--- config.mk ---
export PLATFORM = sky130hd
export DESIGN_NAME = calc_port_scheduler
export DESIGN_NICKNAME = d
export VERILOG_FILES = /design/src/rtl/calc_pkg.sv /design/src/rtl/calc_tag_pool.sv /design/src/rtl/calc_port_scheduler.sv
export SDC_FILE = /design/constraint.sdc
export NUM_CORES = 1
export LEC_CHECK = 0
export CAP_MARGIN = 20
export CORE_AREA = 2 2 127 129
export DETAILED_ROUTE_END_ITERATION = 7
export DIE_AREA = 0 0 129 131
export GPL_ROUTABILITY_DRIVEN = 0
export PLACE_DENSITY = 0.82
export REMOVE_ABC_BUFFERS = 1
export SLEW_MARGIN = 20
export SYNTH_ARGS = -nofsm -noshare
export SYNTH_HDL_FRONTEND = slang
export SYNTH_HIERARCHICAL = 1
export SYNTH_SLANG_ARGS = --single-unit
--- constraint.sdc ---
create_clock -name clk -period 2.9 [get_ports clk]
set_input_delay 0.29 -clock clk [delete_from_list [all_inputs] [get_ports clk]]
set_output_delay 0.29 -clock clk [all_outputs]
set_load 0.02 [all_outputs]
--- src/rtl/calc_pkg.sv ---
// Shared calculator-port types and widths used by the scheduler and its tag pool.
package calc_pkg;
  localparam int CALC_CMD_W    = 4;
  localparam int CALC_DATA_W   = 32;
  localparam int CALC_TAG_W    = 2;
  localparam int CALC_NUM_TAGS = 4;

  typedef enum logic [CALC_CMD_W-1:0] {
    NOP = 4'd0, ADD = 4'd1, SUB = 4'd2, SHL = 4'd5, SHR = 4'd6
  } calc_cmd_e;

  typedef enum logic [1:0] {
    NONE = 2'd0, OK = 2'd1, ERR = 2'd2
  } calc_resp_e;

  // One beat on the DUV input port.
  typedef struct packed {
    logic [CALC_CMD_W-1:0]  cmd;
    logic [CALC_TAG_W-1:0]  tag;
    logic [CALC_DATA_W-1:0] data;
  } calc_port_t;
endpackage

--- src/rtl/calc_tag_pool.sv ---
// Tag busy mask with lowest-free encoder; flags a release of a tag that is not busy.
module calc_tag_pool
  import calc_pkg::*;
(
  input  logic                     clk,
  input  logic                     reset,
  input  logic                     alloc,
  input  logic                     rel_valid,
  input  logic [CALC_TAG_W-1:0]    rel_tag,
  output logic [CALC_NUM_TAGS-1:0] busy,
  output logic [CALC_TAG_W-1:0]    free_tag,
  output logic                     any_free,
  output logic                     rel_err
);
  logic [CALC_NUM_TAGS-1:0] alloc_mask, rel_mask;

  always_comb begin
    free_tag = '0;
    for (int i = CALC_NUM_TAGS - 1; i >= 0; i--)
      if (!busy[CALC_TAG_W'(i)]) free_tag = CALC_TAG_W'(i);
  end

  assign any_free   = ~&busy;
  assign rel_err    = rel_valid & ~busy[rel_tag];
  assign alloc_mask = alloc ? (CALC_NUM_TAGS'(1) << free_tag) : '0;
  assign rel_mask   = (rel_valid & busy[rel_tag]) ? (CALC_NUM_TAGS'(1) << rel_tag) : '0;

  // Alloc and release never target the same tag: one is free, the other busy.
  always_ff @(posedge clk or negedge reset)
    if (!reset) busy <= '0;
    else        busy <= (busy & ~rel_mask) | alloc_mask;
endmodule

--- src/rtl/calc_port_scheduler.sv ---
// Arbitrates NUM_REQ requesters onto the two-beat calculator port and tracks tags.
// Build option: CALC_SCHED_FIXED_PRIO_EN selects fixed priority (index 0 highest).
module calc_port_scheduler
  import calc_pkg::*;
#(
  parameter int NUM_REQ = 4
) (
  input  logic                                  clk,
  input  logic                                  reset,
  input  logic [NUM_REQ-1:0]                    req_valid,
  input  logic [NUM_REQ-1:0][CALC_CMD_W-1:0]    req_cmd,
  input  logic [NUM_REQ-1:0][CALC_DATA_W-1:0]   req_op1,
  input  logic [NUM_REQ-1:0][CALC_DATA_W-1:0]   req_op2,
  output logic [NUM_REQ-1:0]                    req_ready,
  output logic [CALC_CMD_W-1:0]                 req_cmd_out,
  output logic [CALC_DATA_W-1:0]                req_data_out,
  output logic [CALC_TAG_W-1:0]                 req_tag_out,
  input  logic [1:0]                            out_resp,
  input  logic [CALC_TAG_W-1:0]                 out_tag,
  output logic [CALC_NUM_TAGS-1:0]              tags_busy,
  output logic                                  proto_err
);
  localparam int IDX_W = $clog2(NUM_REQ);
  localparam logic [1:0] ST_IDLE  = 2'd0;
  localparam logic [1:0] ST_CMD   = 2'd1;
  localparam logic [1:0] ST_DATA2 = 2'd2;

  logic [1:0]             state;
  calc_port_t             port_q;
  logic [CALC_DATA_W-1:0] op2_q;
  logic [IDX_W-1:0]       gnt_idx;
  logic                   gnt_any, grant, cmd_zero, any_free, rel_err;
  logic [CALC_TAG_W-1:0]  free_tag;

`ifdef CALC_SCHED_FIXED_PRIO_EN
  always_comb begin
    gnt_any = 1'b0;
    gnt_idx = '0;
    for (int i = NUM_REQ - 1; i >= 0; i--)
      if (req_valid[IDX_W'(i)]) begin
        gnt_any = 1'b1;
        gnt_idx = IDX_W'(i);
      end
  end
`else
  logic [IDX_W-1:0] rr_ptr, rr_j;

  // Descending scan so the candidate closest to rr_ptr wins.
  always_comb begin
    gnt_any = 1'b0;
    gnt_idx = '0;
    rr_j    = '0;
    for (int k = NUM_REQ - 1; k >= 0; k--) begin
      rr_j = IDX_W'((int'(rr_ptr) + k) % NUM_REQ);
      if (req_valid[rr_j]) begin
        gnt_any = 1'b1;
        gnt_idx = rr_j;
      end
    end
  end

  always_ff @(posedge clk or negedge reset)
    if (!reset)     rr_ptr <= '0;
    else if (grant) rr_ptr <= (gnt_idx == IDX_W'(NUM_REQ - 1)) ? '0 : gnt_idx + 1'b1;
`endif

  assign grant     = reset & gnt_any & any_free & (state != ST_CMD);
  assign req_ready = grant ? (NUM_REQ'(1) << gnt_idx) : '0;
  assign cmd_zero  = (req_cmd[gnt_idx] == CALC_CMD_W'(NOP));

  calc_tag_pool u_tag_pool (
    .clk       (clk),
    .reset     (reset),
    .alloc     (grant & ~cmd_zero),
    .rel_valid (out_resp != 2'(NONE)),
    .rel_tag   (out_tag),
    .busy      (tags_busy),
    .free_tag  (free_tag),
    .any_free  (any_free),
    .rel_err   (rel_err)
  );

  always_ff @(posedge clk or negedge reset)
    if (!reset) begin
      state     <= ST_IDLE;
      port_q    <= '0;
      op2_q     <= '0;
      proto_err <= 1'b0;
    end else begin
      proto_err <= proto_err | rel_err | (grant & cmd_zero);
      if (grant) begin
        state  <= ST_CMD;
        port_q <= '{cmd: req_cmd[gnt_idx], tag: cmd_zero ? '0 : free_tag, data: req_op1[gnt_idx]};
        op2_q  <= req_op2[gnt_idx];
      end else if (state == ST_CMD) begin
        state  <= ST_DATA2;
        port_q <= '{cmd: '0, tag: '0, data: op2_q};
      end else begin
        state  <= ST_IDLE;
        port_q <= '0;
      end
    end

  assign req_cmd_out  = port_q.cmd;
  assign req_tag_out  = port_q.tag;
  assign req_data_out = port_q.data;
endmodule

==> impl_metrics.csv, run 1 <==
group,metric,value,unit
floorplanning,core_area,0.0156,mm²
cts,htreeDepth,3,
sta,finalSetupViolations,0,
critical_path,crit_type,"flip-flop to output pin",
drt,met2WireLength,9910,µm
drt,wl_per_cell,17.7,µm
drt,ant_nets,0,
power_and_ir_drop,internal-power,3.86,mW
finish,areaGrowthSynthToFinish,75.9,%
power_and_ir_drop,power_switching,2.48,mW
cts,cts_tree,"yes",
cts,cts.hold.buffers_added,0,
sta,drv_slew,0,
drt,topRoutingLayerUsed,"met4",
floorplanning,die_w,129,µm
cts,ctsLongestPathBuffers,2,
synth,synth_ff_type,"dfrtp_1",
grt,grt-ovfl-total,0,
finish,final_common_cell,"clkdlybuf4s50_1",
sta,fin_crit_sh,95.8,%
drt,drt_first_iter_violations,361,
sta,tightest_slew,859,ps
grt,antenna_found_initial,0,
cts,cts_sinks,79,
grt,grt_start_max_net_pins,130,
power_and_ir_drop,p_leak,3.94,nW
finish,finalNetCount,1232,
drt,viasPerCell,5.34,
sta,fin_skew,3.45,ps
power_and_ir_drop,netSwitchingFraction,39.2,%
synth,synth.avg_cell_area,7.91,µm²
min_path,hp-class,"input port to async pin",
cts,clock_latency,330,ps
drt,wl_met3,1800,µm
critical_path,end_kind,"output pin",
floorplanning,rows,46,
synth,synth_edf_count,0,
place,dpl_cell_area,0.00864,mm²
synth,yosys_warnings,6,
synth,ys_seq_elements,79,
floorplanning,pin_count,329,
cts,cts_setup_buffers,0,
drt,vias,6236,
power_and_ir_drop,pwr-share-comb,52.4,%
cts,cts.repair.resized,0,
critical_path,worst_ep_required_time,2610,ps
drt,drc_errors,0,
job,drv_cap,0,
grt,grt_pass1_vias,6087,
power_and_ir_drop,powerDensity,705,mW/mm²
sta,min_period,2780,ps
finish,final_cell_mix,"clkdlybuf4s50_1 (326), nand2_1 (199), nand3_1 (80)",
sta,finalHoldViolations,0,
sta,rsz0062_at_grt,"false",
finish,drive_gt1_share,5.68,%
sta,max_freq,0.360,GHz
finish,post-route-util,57.6,%
grt,grt_util_all_layers,23.7,%
place,io_buffers,328,
synth,async_flop_share,100,%
critical_path,critPathArrivalTime,2490,ps
power_and_ir_drop,p_clk_share,20.8,%
synth,synth_area,0.00511,mm²
floorplanning,fp.dieH,131,µm
power_and_ir_drop,peakVddDrop,0.691,mV
synth,ys_seq_area_share,38.7,%
sta,slew-limit-headroom,42.7,%
place,place_hpwl,14900,µm
floorplanning,fp.dieArea,0.0169,mm²
power_and_ir_drop,power_frac_seq,26.9,%
cts,clk_pin_slew,60,ps
drt,dr.pass1.iters,5,
outcome,status,"finished, final reports clean",
synth,synth_cell_types,38,
cts,clockRootBuffer,"clkbuf_16",
synth,netlist_instances,646,
grt,grt_pass1_wl,31000,µm
floorplanning,initial_core_util,32.8,%
drt,wl,20600,µm
drt,m1WireLength,8190,µm
critical_path,path_max_fanout,3,
cts,cts_made_buffers,9,
critical_path,critPathLaunchType,"flip-flop",
finish,antenna-diode-count,0,
finish,design_area,0.00899,mm²
-- routing by layer --
metal | global-route usage [%] | vias to the layer above
met5 | 0 | -
met4 | 11.2 | 0
met3 | 5.62 | 46
met2 | 41.2 | 300
met1 | 27.7 | 2965
li1 | - | 2925
-- power by group through the flow --
stage	registers, mW	clock network [mW]	logic [mW]
after global placement	1.70	0	3.27
after global routing	1.74	1.40	3.62
final	1.70	1.32	3.32
after detailed placement	1.72	0	3.32
after CTS	1.70	1.35	3.33
after floorplan	1.89	0	1.61
-- cells by family (layout without fill, tap and decap cells) --
logic type                 Yosys count  in the layout  synth area share, %
AOI/OAI and AO/OA                  154            154                 24.7
adders and majority gates            4              4                0.979
buffers and inverters               73            378                 6.02
DFF                                 79             79                 38.7
muxes                                1              1                0.441
other                                1              1               0.0734
and+or+nand+nor                    334            334                 29.1
-- state kept, by name, summed over array words and instances (netlist names) --
signal / count
op2_q: 32
rr_ptr: 2
req_tag_out: 2
proto_err: 1
req_data_out: 32
req_cmd_out: 4
u_tag_pool/busy: 4
state: 2
-- cell type report --
type                            count  area [µm²]
Clock buffer                       10         239
Clock inverter                      6         108
Fill cell                        1383        6610
Inverter                            8        33.8
Multi-Input combinational cell    494        2850
Sequential cell                    79        1980
Tap cell                          216         270
Timing Repair Buffer              354        3510
-- worst max-delay path, stage by stage (launching register included) --
cell             delay [ps]
dfrtp_1                 420
nand2b_1                180
a21oi_1                 110
a211oi_4                300
buf_4                   180
ha_1                    130
and2_1                  190
clkdlybuf4s50_1         640
-- through the flow --
stage          power [mW]  hold WS, ps  instances  setup WS, ps  TNS, ps
2_1_floorplan        3.51        -5.59        581         -2980  -202120
3_3_place_gp         4.98          421       1151           151        0
3_5_place_dp         5.03          440       1151           140        0
4_1_cts              6.39         70.2       1167           122        0
5_1_grt              6.76         95.6       1167          22.6        0
6_report             6.34         66.1       1167           122        0
-- final timing paths --
kind / slack, ps / to / start / depth (start not counted)
worst min-delay path: 70 / op2_q[31] / reset / 2
worst max register to register: 480 / u_tag_pool/busy[1] / rr_ptr[0] / 9
max in group asynchronous: 1870 / op2_q[17] / reset / 3
worst min register to register: 480 / op2_q[16] / op2_q[16] / 1
worst max-delay path: 120 / req_ready[1] / rr_ptr[0] / 7
min in group clk: 480 / op2_q[16] / op2_q[16] / 1
-- synthesized netlist by cell type, drive strengths merged (3+ instances only) --
cell type  number  area share [%]
nand2         199              15
nand3          80             7.8
dfrtp          79              39
clkbuf         40             2.9
a211oi         36             5.5
and3           36             4.4
a21o           34             5.0
a311oi         32             5.5
a32o           32             6.3
buf            25             2.5
o21ai           9            0.88
inv             7            0.51
a21oi           4            0.39
and2            4            0.49
ha              4            0.98
nor2b           4            0.49
nor2            3            0.27
Note: power is estimated with default switching activity, not from simulation.
==> run 2, diff against run 1 <==
--- a/config.mk
+++ b/config.mk
@@ -6,11 +6,11 @@
 export NUM_CORES = 1
 export LEC_CHECK = 0
 export CAP_MARGIN = 20
-export CORE_AREA = 2 2 127 129
+export CORE_AREA = 2 2 128 130
 export DETAILED_ROUTE_END_ITERATION = 7
-export DIE_AREA = 0 0 129 131
+export DIE_AREA = 0 0 130 132
 export GPL_ROUTABILITY_DRIVEN = 0
-export PLACE_DENSITY = 0.82
+export PLACE_DENSITY = 0.81
 export REMOVE_ABC_BUFFERS = 1
 export SLEW_MARGIN = 20
 export SYNTH_ARGS = -nofsm -noshare
==> constraint.sdc (replaced) <==
create_clock -name clk -period 3.1 [get_ports clk]
set_input_delay 0.31 -clock clk [delete_from_list [all_inputs] [get_ports clk]]
set_output_delay 0.31 -clock clk [all_outputs]
set_load 0.02 [all_outputs]
==> impl_metrics.csv, run 2 (synthesis results as in run 1) <==
group,metric,value,unit
job,drv_cap,0,
critical_path,crit_slowest_cell,"clkdlybuf4s50_1",
cts,htreeDepth,3,
power_and_ir_drop,p_clk_share,17.5,%
place,dpl_cell_area,0.00862,mm²
place,dp_slack,60.1,ps
place,placed_cells,1149,
floorplanning,fp.dieArea,0.0172,mm²
grt,grt_util_all_layers,23.2,%
critical_path,path_max_fanout,6,
critical_path,critPathArrivalTime,2570,ps
power_and_ir_drop,power_switching,2.31,mW
floorplanning,rows,46,
critical_path,critPathLaunchType,"input port",
power_and_ir_drop,power_frac_seq,28.0,%
drt,drt_first_iter_violations,356,
grt,grt_pass1_vias,6218,
cts,cts_tree,"yes",
floorplanning,die_w,130,µm
drt,drc_errors,0,
grt,grt_start_max_net_pins,96,
sta,finalHoldViolations,0,
finish,final_cells,1167,
power_and_ir_drop,internal-power,3.39,mW
place,io_buffers,328,
critical_path,cp_cell_sequence,"clkdlybuf4s50_1 > inv_1 > a21o_1 > a211oi_4 > buf_4 > clkinv_2 > ha_1 > and2_1 > clkdlybuf4s50_1",
floorplanning,initial_core_util,32.5,%
drt,wl,20500,µm
sta,rsz0062_at_grt,"false",
finish,final_cell_mix,"clkdlybuf4s50_1 (327), nand2_1 (199), nand3_1 (80)",
critical_path,path_buf_inv,5,
power_and_ir_drop,netSwitchingFraction,40.6,%
sta,slew-limit-headroom,48.2,%
sta,max_freq,0.348,GHz
cts,cts.hold.buffers_added,0,
sta,fin_crit_sh,92.8,%
cts,cts_sinks,79,
power_and_ir_drop,p_leak,3.90,nW
grt,grt-ovfl-total,0,
power_and_ir_drop,pwr-share-comb,54.4,%
finish,finalNetCount,1232,
cts,clk_pin_slew,60,ps
finish,final_common_cell,"clkdlybuf4s50_1",
critical_path,cp_common_cell,"clkdlybuf4s50_1",
finish,antenna-diode-count,0,
finish,design_area,0.00891,mm²
drt,vias,6178,
grt,grt_pass1_wl,31400,µm
sta,tightest_slew,778,ps
drt,ant_nets,0,
cts,clockRootBuffer,"clkbuf_16",
critical_path,slowest_delay,600,ps
floorplanning,core_area,0.0157,mm²
finish,areaGrowthSynthToFinish,74.4,%
drt,dr.pass1.iters,5,
sta,fin_ws,223,ps
power_and_ir_drop,powerDensity,640,mW/mm²
sta,finalSetupViolations,0,
critical_path,worst_ep_required_time,2790,ps
drt,viasPerCell,5.29,
floorplanning,pin_count,329,
sta,drv_slew,0,
cts,ctsLongestPathBuffers,2,
sta,fin_skew,9.58,ps
power_and_ir_drop,peakVddDrop,0.338,mV
min_path,hp-class,"input port to async pin",
place,place_hpwl,15000,µm
drt,wl_per_cell,17.6,µm
critical_path,crit_type,"input port to output pin",
cts,cts_made_buffers,9,
cts,clock_latency,340,ps
floorplanning,fp.dieH,132,µm
critical_path,end_kind,"output pin",
grt,antenna_found_initial,0,
finish,drive_gt1_share,5.26,%
critical_path,cp_top_family,"buffers and inverters",
outcome,status,"finished, final reports clean",
sta,min_period,2880,ps
sta,fin_tns_setup,0,ps
-- run 2: cell count changes in the layout (fill, tap and decap cells not counted) --
cell	change
buf_12	-1
bufinv_16	-3
clkbuf_1	+2
clkbuf_8	+1
clkdlybuf4s50_1	+1
clkinv_1	+1
inv_2	-1
-- run 2: worst register-to-register path, delay by kind of cell, from the launching register on --
kind	cells	cell delay [ps]
AO/OA/AOI/OAI	5	1080
AND/OR/NAND/NOR	2	390
buffers and inverters	3	570
flip-flops	1	400
-- run 2: power groups by stage --
stage | logic [mW] | clock network (mW) | registers [mW]
after floorplan | 1.51 | 0 | 1.77
after CTS | 3.11 | 1.03 | 1.60
after detailed placement | 3.10 | 0 | 1.61
final | 3.10 | 1.00 | 1.60
after global routing | 3.37 | 1.07 | 1.63
after global placement | 3.07 | 0 | 1.60
-- run 2: routing by layer --
layer	vias up	wire, µm	global-route usage (%)
met1	2900	7920	26.4
met4	0	674	9.26
met5	-	0	0
li1	2927	-	-
met3	47	1770	5.32
met2	304	10100	41.5
-- run 2: cell type report --
class,instances,area (µm²)
clock buffer,13,260
inverter,8,33.8
tap,216,270
timing repair buffer,354,3500
multi-input combinational,494,2850
fill,1436,6800
clock inverter,3,17.5
sequential,79,1980
-- run 2: path summary, 6_finish.rpt --
kind	start	slack [ps]	endpoint	depth (start not counted)
max	req_valid[3]	220	req_ready[0]	9
min	reset	60	op2_q[12]	2
max reg2reg	rr_ptr[0]	550	u_tag_pool/busy[1]	10
min reg2reg	op2_q[9]	480	op2_q[9]	1
max in group asynchronous	reset	2060	req_data_out[7]	3
min in group clk	op2_q[9]	480	op2_q[9]	1
-- run 2: per-stage QoR --
stage / util, % / total power [mW] / hold slack, ps
floorplan: - / 3.28 / 14.4
global placement: 54.8 / 4.67 / 430
detailed placement: 54.8 / 4.72 / 428
CTS: 56.6 / 5.75 / 64.1
global route: 56.7 / 6.08 / 89.1
finish: 56.7 / 5.70 / 62.7
-- run 2: what timing repair did --
item,4_1_cts,5_1_grt
setup buffers,0,2
gates resized for setup,0,0
setup endpoints to repair,0,2
